**src/rtl/mcu_pkg.sv**
```systemverilog
// Shared encodings for the multi-cycle control unit: opcodes, function codes,
// ALU and PC-source selects, FSM state and instruction-class enums.
package mcu_pkg;

    localparam logic [5:0] OP_RTYPE = 6'b000000;
    localparam logic [5:0] OP_ADDI  = 6'b000101;
    localparam logic [5:0] OP_ANDI  = 6'b001001;
    localparam logic [5:0] OP_ORI   = 6'b001010;
    localparam logic [5:0] OP_LOAD  = 6'b001101;
    localparam logic [5:0] OP_STORE = 6'b001110;
    localparam logic [5:0] OP_BEQ   = 6'b001111;
    localparam logic [5:0] OP_BNE   = 6'b010000;
    localparam logic [5:0] OP_JUMP  = 6'b010010;

    localparam logic [5:0] FN_ADD = 6'b000001;
    localparam logic [5:0] FN_SUB = 6'b000010;
    localparam logic [5:0] FN_AND = 6'b000011;
    localparam logic [5:0] FN_OR  = 6'b000100;
    localparam logic [5:0] FN_SLL = 6'b000101;
    localparam logic [5:0] FN_SRL = 6'b000110;
    localparam logic [5:0] FN_SRA = 6'b000111;

    localparam logic [2:0] ALUC_ADD = 3'b000;
    localparam logic [2:0] ALUC_SUB = 3'b001;
    localparam logic [2:0] ALUC_AND = 3'b010;
    localparam logic [2:0] ALUC_OR  = 3'b011;
    localparam logic [2:0] ALUC_SLL = 3'b100;
    localparam logic [2:0] ALUC_SRL = 3'b101;
    localparam logic [2:0] ALUC_SRA = 3'b111;

    localparam logic [1:0] PCSRC_PC4    = 2'b00;
    localparam logic [1:0] PCSRC_BRANCH = 2'b01;
    localparam logic [1:0] PCSRC_JUMP   = 2'b10;

    typedef enum logic [2:0] {
        ST_IF  = 3'b000,
        ST_ID  = 3'b001,
        ST_EX  = 3'b010,
        ST_MEM = 3'b011,
        ST_WB  = 3'b100
    } state_e;

    typedef enum logic [2:0] {
        R_ALU, I_ALU, LOAD, STORE, BEQ, BNE, JUMP, ILLEGAL
    } iclass_e;

endpackage

```
**src/rtl/mcu_decode.sv**
```systemverilog
// Combinational instruction decoder: op/func to instruction class and the
// ALU/operand control fields that the FSM latches at the end of ID.
module mcu_decode
    import mcu_pkg::*;
(
    input  logic [5:0] op_i,
    input  logic [5:0] func_i,
    output iclass_e    cls_o,
    output logic [2:0] aluc_o,
    output logic       aluimm_o,
    output logic       sext_o,
    output logic       shift_o,
    output logic       regrt_o
);

    always_comb begin
        cls_o    = ILLEGAL;
        aluc_o   = ALUC_ADD;
        aluimm_o = 1'b0;
        sext_o   = 1'b0;
        shift_o  = 1'b0;
        regrt_o  = 1'b0;
        case (op_i)
            OP_RTYPE: begin
                cls_o = R_ALU;
                case (func_i)
                    FN_ADD: aluc_o = ALUC_ADD;
                    FN_SUB: aluc_o = ALUC_SUB;
                    FN_AND: aluc_o = ALUC_AND;
                    FN_OR:  aluc_o = ALUC_OR;
                    FN_SLL: begin aluc_o = ALUC_SLL; shift_o = 1'b1; end
                    FN_SRL: begin aluc_o = ALUC_SRL; shift_o = 1'b1; end
                    FN_SRA: begin aluc_o = ALUC_SRA; shift_o = 1'b1; end
                    default: cls_o = ILLEGAL;
                endcase
            end
            OP_ADDI: begin
                cls_o = I_ALU; aluc_o = ALUC_ADD; aluimm_o = 1'b1; sext_o = 1'b1; regrt_o = 1'b1;
            end
            OP_ANDI: begin
                cls_o = I_ALU; aluc_o = ALUC_AND; aluimm_o = 1'b1; regrt_o = 1'b1;
            end
            OP_ORI: begin
                cls_o = I_ALU; aluc_o = ALUC_OR; aluimm_o = 1'b1; regrt_o = 1'b1;
            end
            // Loads and stores compute base + sign-extended offset.
            OP_LOAD: begin
                cls_o = LOAD; aluimm_o = 1'b1; sext_o = 1'b1; regrt_o = 1'b1;
            end
            OP_STORE: begin
                cls_o = STORE; aluimm_o = 1'b1; sext_o = 1'b1;
            end
            OP_BEQ:  begin cls_o = BEQ; aluc_o = ALUC_SUB; end
            OP_BNE:  begin cls_o = BNE; aluc_o = ALUC_SUB; end
            OP_JUMP: cls_o = JUMP;
            default: cls_o = ILLEGAL;
        endcase
    end

endmodule

```
**src/rtl/multicycle_control_unit.sv**
```systemverilog
// Multi-cycle IF/ID/EX/MEM/WB sequencer: steps each instruction through the
// datapath, waits on memory handshakes and counts retired instructions.
module multicycle_control_unit
    import mcu_pkg::*;
#(
    parameter int CNT_W = 32
) (
    input  logic             clk_i,
    input  logic             rst_n_i,
    input  logic [5:0]       op_i,
    input  logic [5:0]       func_i,
    input  logic             rsrtequ_i,
    input  logic             imem_ready_i,
    input  logic             dmem_ready_i,
    output logic             pcwrite_o,
    output logic             irwrite_o,
    output logic             wreg_o,
    output logic             m2reg_o,
    output logic             wmem_o,
    output logic             dmem_req_o,
    output logic             regrt_o,
    output logic             aluimm_o,
    output logic             sext_o,
    output logic             shift_o,
    output logic [2:0]       aluc_o,
    output logic [1:0]       pcsource_o,
    output logic [2:0]       state_o,
    output logic             illegal_o,
    output logic             instr_done_o,
    output logic [CNT_W-1:0] retired_o
);

    state_e     state_q, state_d;
    iclass_e    cls_q, dec_cls;
    logic [2:0] aluc_q, dec_aluc;
    logic       aluimm_q, sext_q, shift_q, regrt_q;
    logic       dec_aluimm, dec_sext, dec_shift, dec_regrt;
    logic       br_taken;
    logic [CNT_W-1:0] retired_q;

    mcu_decode u_decode (
        .op_i     (op_i),
        .func_i   (func_i),
        .cls_o    (dec_cls),
        .aluc_o   (dec_aluc),
        .aluimm_o (dec_aluimm),
        .sext_o   (dec_sext),
        .shift_o  (dec_shift),
        .regrt_o  (dec_regrt)
    );

    assign br_taken  = (cls_q == BEQ && rsrtequ_i) || (cls_q == BNE && !rsrtequ_i);
    assign state_o   = state_q;
    assign retired_o = retired_q;

    always_comb begin
        state_d      = state_q;
        pcwrite_o    = 1'b0;
        irwrite_o    = 1'b0;
        wreg_o       = 1'b0;
        m2reg_o      = 1'b0;
        wmem_o       = 1'b0;
        dmem_req_o   = 1'b0;
        regrt_o      = 1'b0;
        aluimm_o     = 1'b0;
        sext_o       = 1'b0;
        shift_o      = 1'b0;
        aluc_o       = ALUC_ADD;
        pcsource_o   = PCSRC_PC4;
        illegal_o    = 1'b0;
        instr_done_o = 1'b0;
        case (state_q)
            ST_IF: begin
                if (imem_ready_i) begin
                    irwrite_o = 1'b1;
                    pcwrite_o = 1'b1;
                    state_d   = ST_ID;
                end
            end
            ST_ID: begin
                if (dec_cls == JUMP) begin
                    pcwrite_o    = 1'b1;
                    pcsource_o   = PCSRC_JUMP;
                    instr_done_o = 1'b1;
                    state_d      = ST_IF;
                end else if (dec_cls == ILLEGAL) begin
                    illegal_o = 1'b1;
                    state_d   = ST_IF;
                end else begin
                    state_d = ST_EX;
                end
            end
            ST_EX: begin
                aluc_o   = aluc_q;
                aluimm_o = aluimm_q;
                sext_o   = sext_q;
                shift_o  = shift_q;
                case (cls_q)
                    R_ALU, I_ALU: state_d = ST_WB;
                    LOAD, STORE:  state_d = ST_MEM;
                    BEQ, BNE: begin
                        if (br_taken) begin
                            pcwrite_o  = 1'b1;
                            pcsource_o = PCSRC_BRANCH;
                        end
                        instr_done_o = 1'b1;
                        state_d      = ST_IF;
                    end
                    default: state_d = ST_IF;
                endcase
            end
            // Memory stalls keep the request (and store strobe) asserted.
            ST_MEM: begin
                dmem_req_o = 1'b1;
                wmem_o     = (cls_q == STORE);
                if (dmem_ready_i) begin
                    if (cls_q == STORE) begin
                        instr_done_o = 1'b1;
                        state_d      = ST_IF;
                    end else begin
                        state_d = ST_WB;
                    end
                end
            end
            ST_WB: begin
                wreg_o       = 1'b1;
                m2reg_o      = (cls_q == LOAD);
                regrt_o      = regrt_q;
                instr_done_o = 1'b1;
                state_d      = ST_IF;
            end
            default: state_d = ST_IF;
        endcase
        if (!rst_n_i) begin
            pcwrite_o    = 1'b0;
            irwrite_o    = 1'b0;
            wreg_o       = 1'b0;
            wmem_o       = 1'b0;
            dmem_req_o   = 1'b0;
            illegal_o    = 1'b0;
            instr_done_o = 1'b0;
        end
    end

    // Decode fields are captured only while in ID so later op/func changes are ignored.
    always_ff @(posedge clk_i) begin
        if (!rst_n_i) begin
            state_q   <= ST_IF;
            retired_q <= '0;
            cls_q     <= ILLEGAL;
            aluc_q    <= ALUC_ADD;
            aluimm_q  <= 1'b0;
            sext_q    <= 1'b0;
            shift_q   <= 1'b0;
            regrt_q   <= 1'b0;
        end else begin
            state_q <= state_d;
            if (instr_done_o) begin
                retired_q <= retired_q + CNT_W'(1);
            end
            if (state_q == ST_ID) begin
                cls_q    <= dec_cls;
                aluc_q   <= dec_aluc;
                aluimm_q <= dec_aluimm;
                sext_q   <= dec_sext;
                shift_q  <= dec_shift;
                regrt_q  <= dec_regrt;
            end
        end
    end

endmodule
```
**config.mk**
```make
export PLATFORM = sky130hd
export DESIGN_NAME = multicycle_control_unit
export DESIGN_NICKNAME = d
export VERILOG_FILES = /design/src/rtl/mcu_pkg.sv /design/src/rtl/mcu_decode.sv /design/src/rtl/multicycle_control_unit.sv
export SDC_FILE = /design/constraint.sdc
export NUM_CORES = 1
export LEC_CHECK = 0
export CAP_MARGIN = 20
export CORE_ASPECT_RATIO = 1.5
export CORE_MARGIN = 4
export CORE_UTILIZATION = 53
export DETAILED_ROUTE_END_ITERATION = 10
export PLACE_DENSITY_LB_ADDON = 0.15
export SLEW_MARGIN = 30
export SYNTH_ARGS = -nofsm -noshare
export SYNTH_HDL_FRONTEND = slang
export SYNTH_SLANG_ARGS = --single-unit
```
**constraint.sdc**
```tcl
create_clock -name clk_i -period 4.45 [get_ports clk_i]
set_input_delay 0.6675 -clock clk_i [delete_from_list [all_inputs] [get_ports clk_i]]
set_output_delay 0.6675 -clock clk_i [all_outputs]
set_load 0.02 [all_outputs]
```
==> summary.md <==
| Metric | Value |
|---|---|
| Status | `finished, final reports clean` |
| Final Cycle Share | `83.0%` |
| Cell mode on critical path | `clkdlybuf4s50_1` |
| N_diodes | `0` |
| Total number of yosys warnings | `0` |
| Most used DFF post-synth | `dfxtp_1` |
| Grt total ovfl | `0` |
| Post-CTS sizing | `0` |
| Largest net degree at the start of global routing | `34` |
| Final setup viols | `0` |
| Yosys top cell area share | `33.9%` |
| Reg-to-Reg Start | `state_o[0]$_SDFFE_PN0P_` |
| Unique cell type count in the Yosys netlist | `55` |
| Post-Route WL | `6.92 mm` |
| ANT nets after route | `0` |
| Synth Cell Area | `2660 um2` |
| Antenna violations before repair | `0` |
| M2 GR Usage | `41.6%` |
| Synthesized flop and latch total | `45` |
| Layout Skew | `12.4 ps` |
| Max_cap viols | `0` |
| Type of the tightest min-delay check | `reg -> reg` |
| Number of global-route vias before repair | `2652` |
| FP Rows | `31` |
| DRT Pass-1 Iters | `4` |
| RSZ-0062 raised after global routing | `false` |
| Post-CTS Setup Repair Bufs | `0` |
| Slew of the pin with the lowest slew margin | `689 ps` |
| Crit-path slowest cell | `clkdlybuf4s50_1` |
| CTS root buffer | `clkbuf_8` |
| Share of cells above drive strength 1 | `5.00%` |
| Final Util | `71.4%` |
| Hold_sp | `aluc_q[2]$_SDFFE_PN0P_` |
| I/O pins | `69` |
| Critical path startpoint category | `input port` |
| Fin nets | `417` |
| Critical path, cell by cell | `clkdlybuf4s50_1 > nand2b_1 > nor4_4 > nor3_2 > nor2_1 > clkdlybuf4s50_1` |
| Max-slew headroom | `53.7%` |
| Gr usage total | `23.3%` |
| WS Path Type | `in -> out` |
| CTS tree | `yes` |
| Total chip power | `0.726 mW` |
| GP Congestion | `0.877` |
| Syn nets | `357` |
| M3 GR Usage | `4.64%` |
| Vias | `2799` |
| Hold Fails Final Rpt | `0` |
| DP Wirelength | `5.30 mm` |
| Pwr dens | `210 nW/um2` |
| Clock-pin slew on the worst setup and hold paths | `70 ps` |
| Worst hold slack | `460 ps` |
| Yosys top cell by area | `dfxtp_1` |
| Max Fclk | `271 MHz` |
| Leakage | `1.12 nW` |
| Post-synthesis async set-or-reset flop share | `0%` |
| Worst slack, placed | `828 ps` |
| Avg Cell Area, Syn | `7.84 um2` |
| Worst setup path startpoint | `op_i[4]` |
| Post-synth EDFFs | `0` |
| Req. time, crit path | `3780 ps` |
| Starting Density | `54.8%` |
| Area growth, synth to finish | `30.1%` |
| Clk Latency, worst-skew pair | `300 ps` |
| H-tree depth | `2` |
| Core box area | `4850 um2` |
| DRC viols | `0` |
| Top area cells in the synthesized netlist | `dfxtp_1 (34%), a21oi_1 (6.4%), nand2_1 (4.0%), nor2_1 (3.8%), o31ai_1 (3.7%)` |
| Max rail drop VDD | `0.127 mV` |
| Cts hold-fix bufs | `0` |
| Slew Limit Fails | `0` |
| Peak-usage layer in the global routing report | `met2` |
| Register area share after synthesis | `33.9%` |
| CP Max Fanout | `12` |
| Synthesized netlist cell count | `339` |
| Crit path DAT | `3030 ps` |
| Global-route wire length before repair | `11.6 mm` |
| Total die area | `6240 um2` |
| Setup TNS | `0 ps` |
| Worst Slack Setup Final | `757 ps` |
| DRT iter0 DRCs | `159` |
| Crit path time final | `3690 ps` |
| Mean routed wirelength per cell | `14.9 um` |
| Clock buffer depth | `2` |
| Inserted Clock Buffers | `5` |
| Critical Path Sink Type | `output pin` |
| Sink Count | `45` |
| Vias/cell | `6.01` |
| Critical path's largest stage delay | `680 ps` |
| Fill cell count | `403` |
| Die width | `65.8 um` |
| # port buffers | `68` |
| Die height | `94.7 um` |
| GRT met1 Usage | `25.3%` |
kinds of logic (layout without fill, tap and decap cells):
kind of cell	Yosys count	count (layout)	share of synthesized area, %
compound gates	96	96	23.3
flops	45	45	33.9
simple gates	159	159	34.3
xor+xnor	10	10	3.29
fa+ha+maj	1	1	0.471
buf+inv	27	88	4.33
mux	1	1	0.376
cell usage after synthesis (3+ instances only):
library cell  instances
dfxtp_1              45
a21oi_1              34
nand2_1              28
nor2_1               27
o21ai_0              16
clkbuf_1             15
o31ai_1              13
nand3_1              12
nand4_1              12
or4_1                11
and2_1               10
and3_1                8
inv_1                 8
nand2b_1              8
nor3_1                8
xnor2_1               7
nor2b_1               6
o311ai_0              5
and4_1                4
or3_1                 4
and3b_1               3
and4b_1               3
nor3b_1               3
o22ai_1               3
or2_2                 3
xor2_1                3
per-stage QoR:
stage	area, um2	std cells
2_1_floorplan	2660	339
3_3_place_gp	3370	458
3_5_place_dp	3370	458
4_1_cts	3450	466
5_1_grt	3460	466
6_report	3460	466
where the power goes:
| part | switching, mW | internal [mW] | leakage [nW] |
|---|---|---|---|
| clock | 0.136 | 0.109 | 0.0450 |
| combinational | 0.0411 | 0.0319 | 0.707 |
| sequential | 0.00309 | 0.405 | 0.363 |
| total | 0.180 | 0.546 | 1.12 |
worst paths after layout:
check,to,slack [ps],depth (start not counted)
setup / recovery,instr_done_o,760,6
setup reg to reg,retired_o[31]$_SDFFE_PN0P_,1680,5
hold reg to reg,aluc_q[2]$_SDFFE_PN0P_,460,2
hold / removal,aluc_q[2]$_SDFFE_PN0P_,460,2
placed cells by master (no fill, tap or decap), types with 6 or more instances in the layout:
master	synthesis	routed
a21oi_1	34	34
and2_1	10	10
and3_1	8	8
clkdlybuf4s50_1	0	68
dfxtp_1	45	45
inv_1	8	8
nand2_1	28	28
nand2b_1	8	8
nand3_1	12	12
nand4_1	12	12
nor2_1	27	27
nor2b_1	6	6
nor3_1	8	7
o21ai_0	16	16
o31ai_1	13	12
or4_1	11	11
xnor2_1	7	7
routing by layer:
metal | up-vias | routed length (um)
met5 | - | 0
met4 | 0 | 230
met3 | 22 | 386
li1 | 1395 | -
met1 | 1283 | 2660
met2 | 99 | 3650
critical path, delay by kind of cell:
family	cells	cell delay [ps]
buffers and inverters	2	1320
and+or+nand+nor	4	1040
flip-flops by register name, indices dropped and copies added (netlist names):
name,cells
cls_q,3
aluimm_q,1
regrt_q,1
sext_q,1
aluc_q,3
retired_o,32
shift_q,1
state_o,3
layout make-up:
cell class / count / area [um2] / area share [%]
flip-flops and latches: 45 / 901 / 26.0
clock inverters: 2 / 10.0 / 0.289
well taps: 66 / 82.6 / 2.39
repair buffers: 72 / 711 / 20.5
clock buffers: 6 / 72.6 / 2.10
inverters: 8 / 30.0 / 0.868
multi-input cells: 267 / 1650 / 47.8
(Power assumes the default switching activity.)
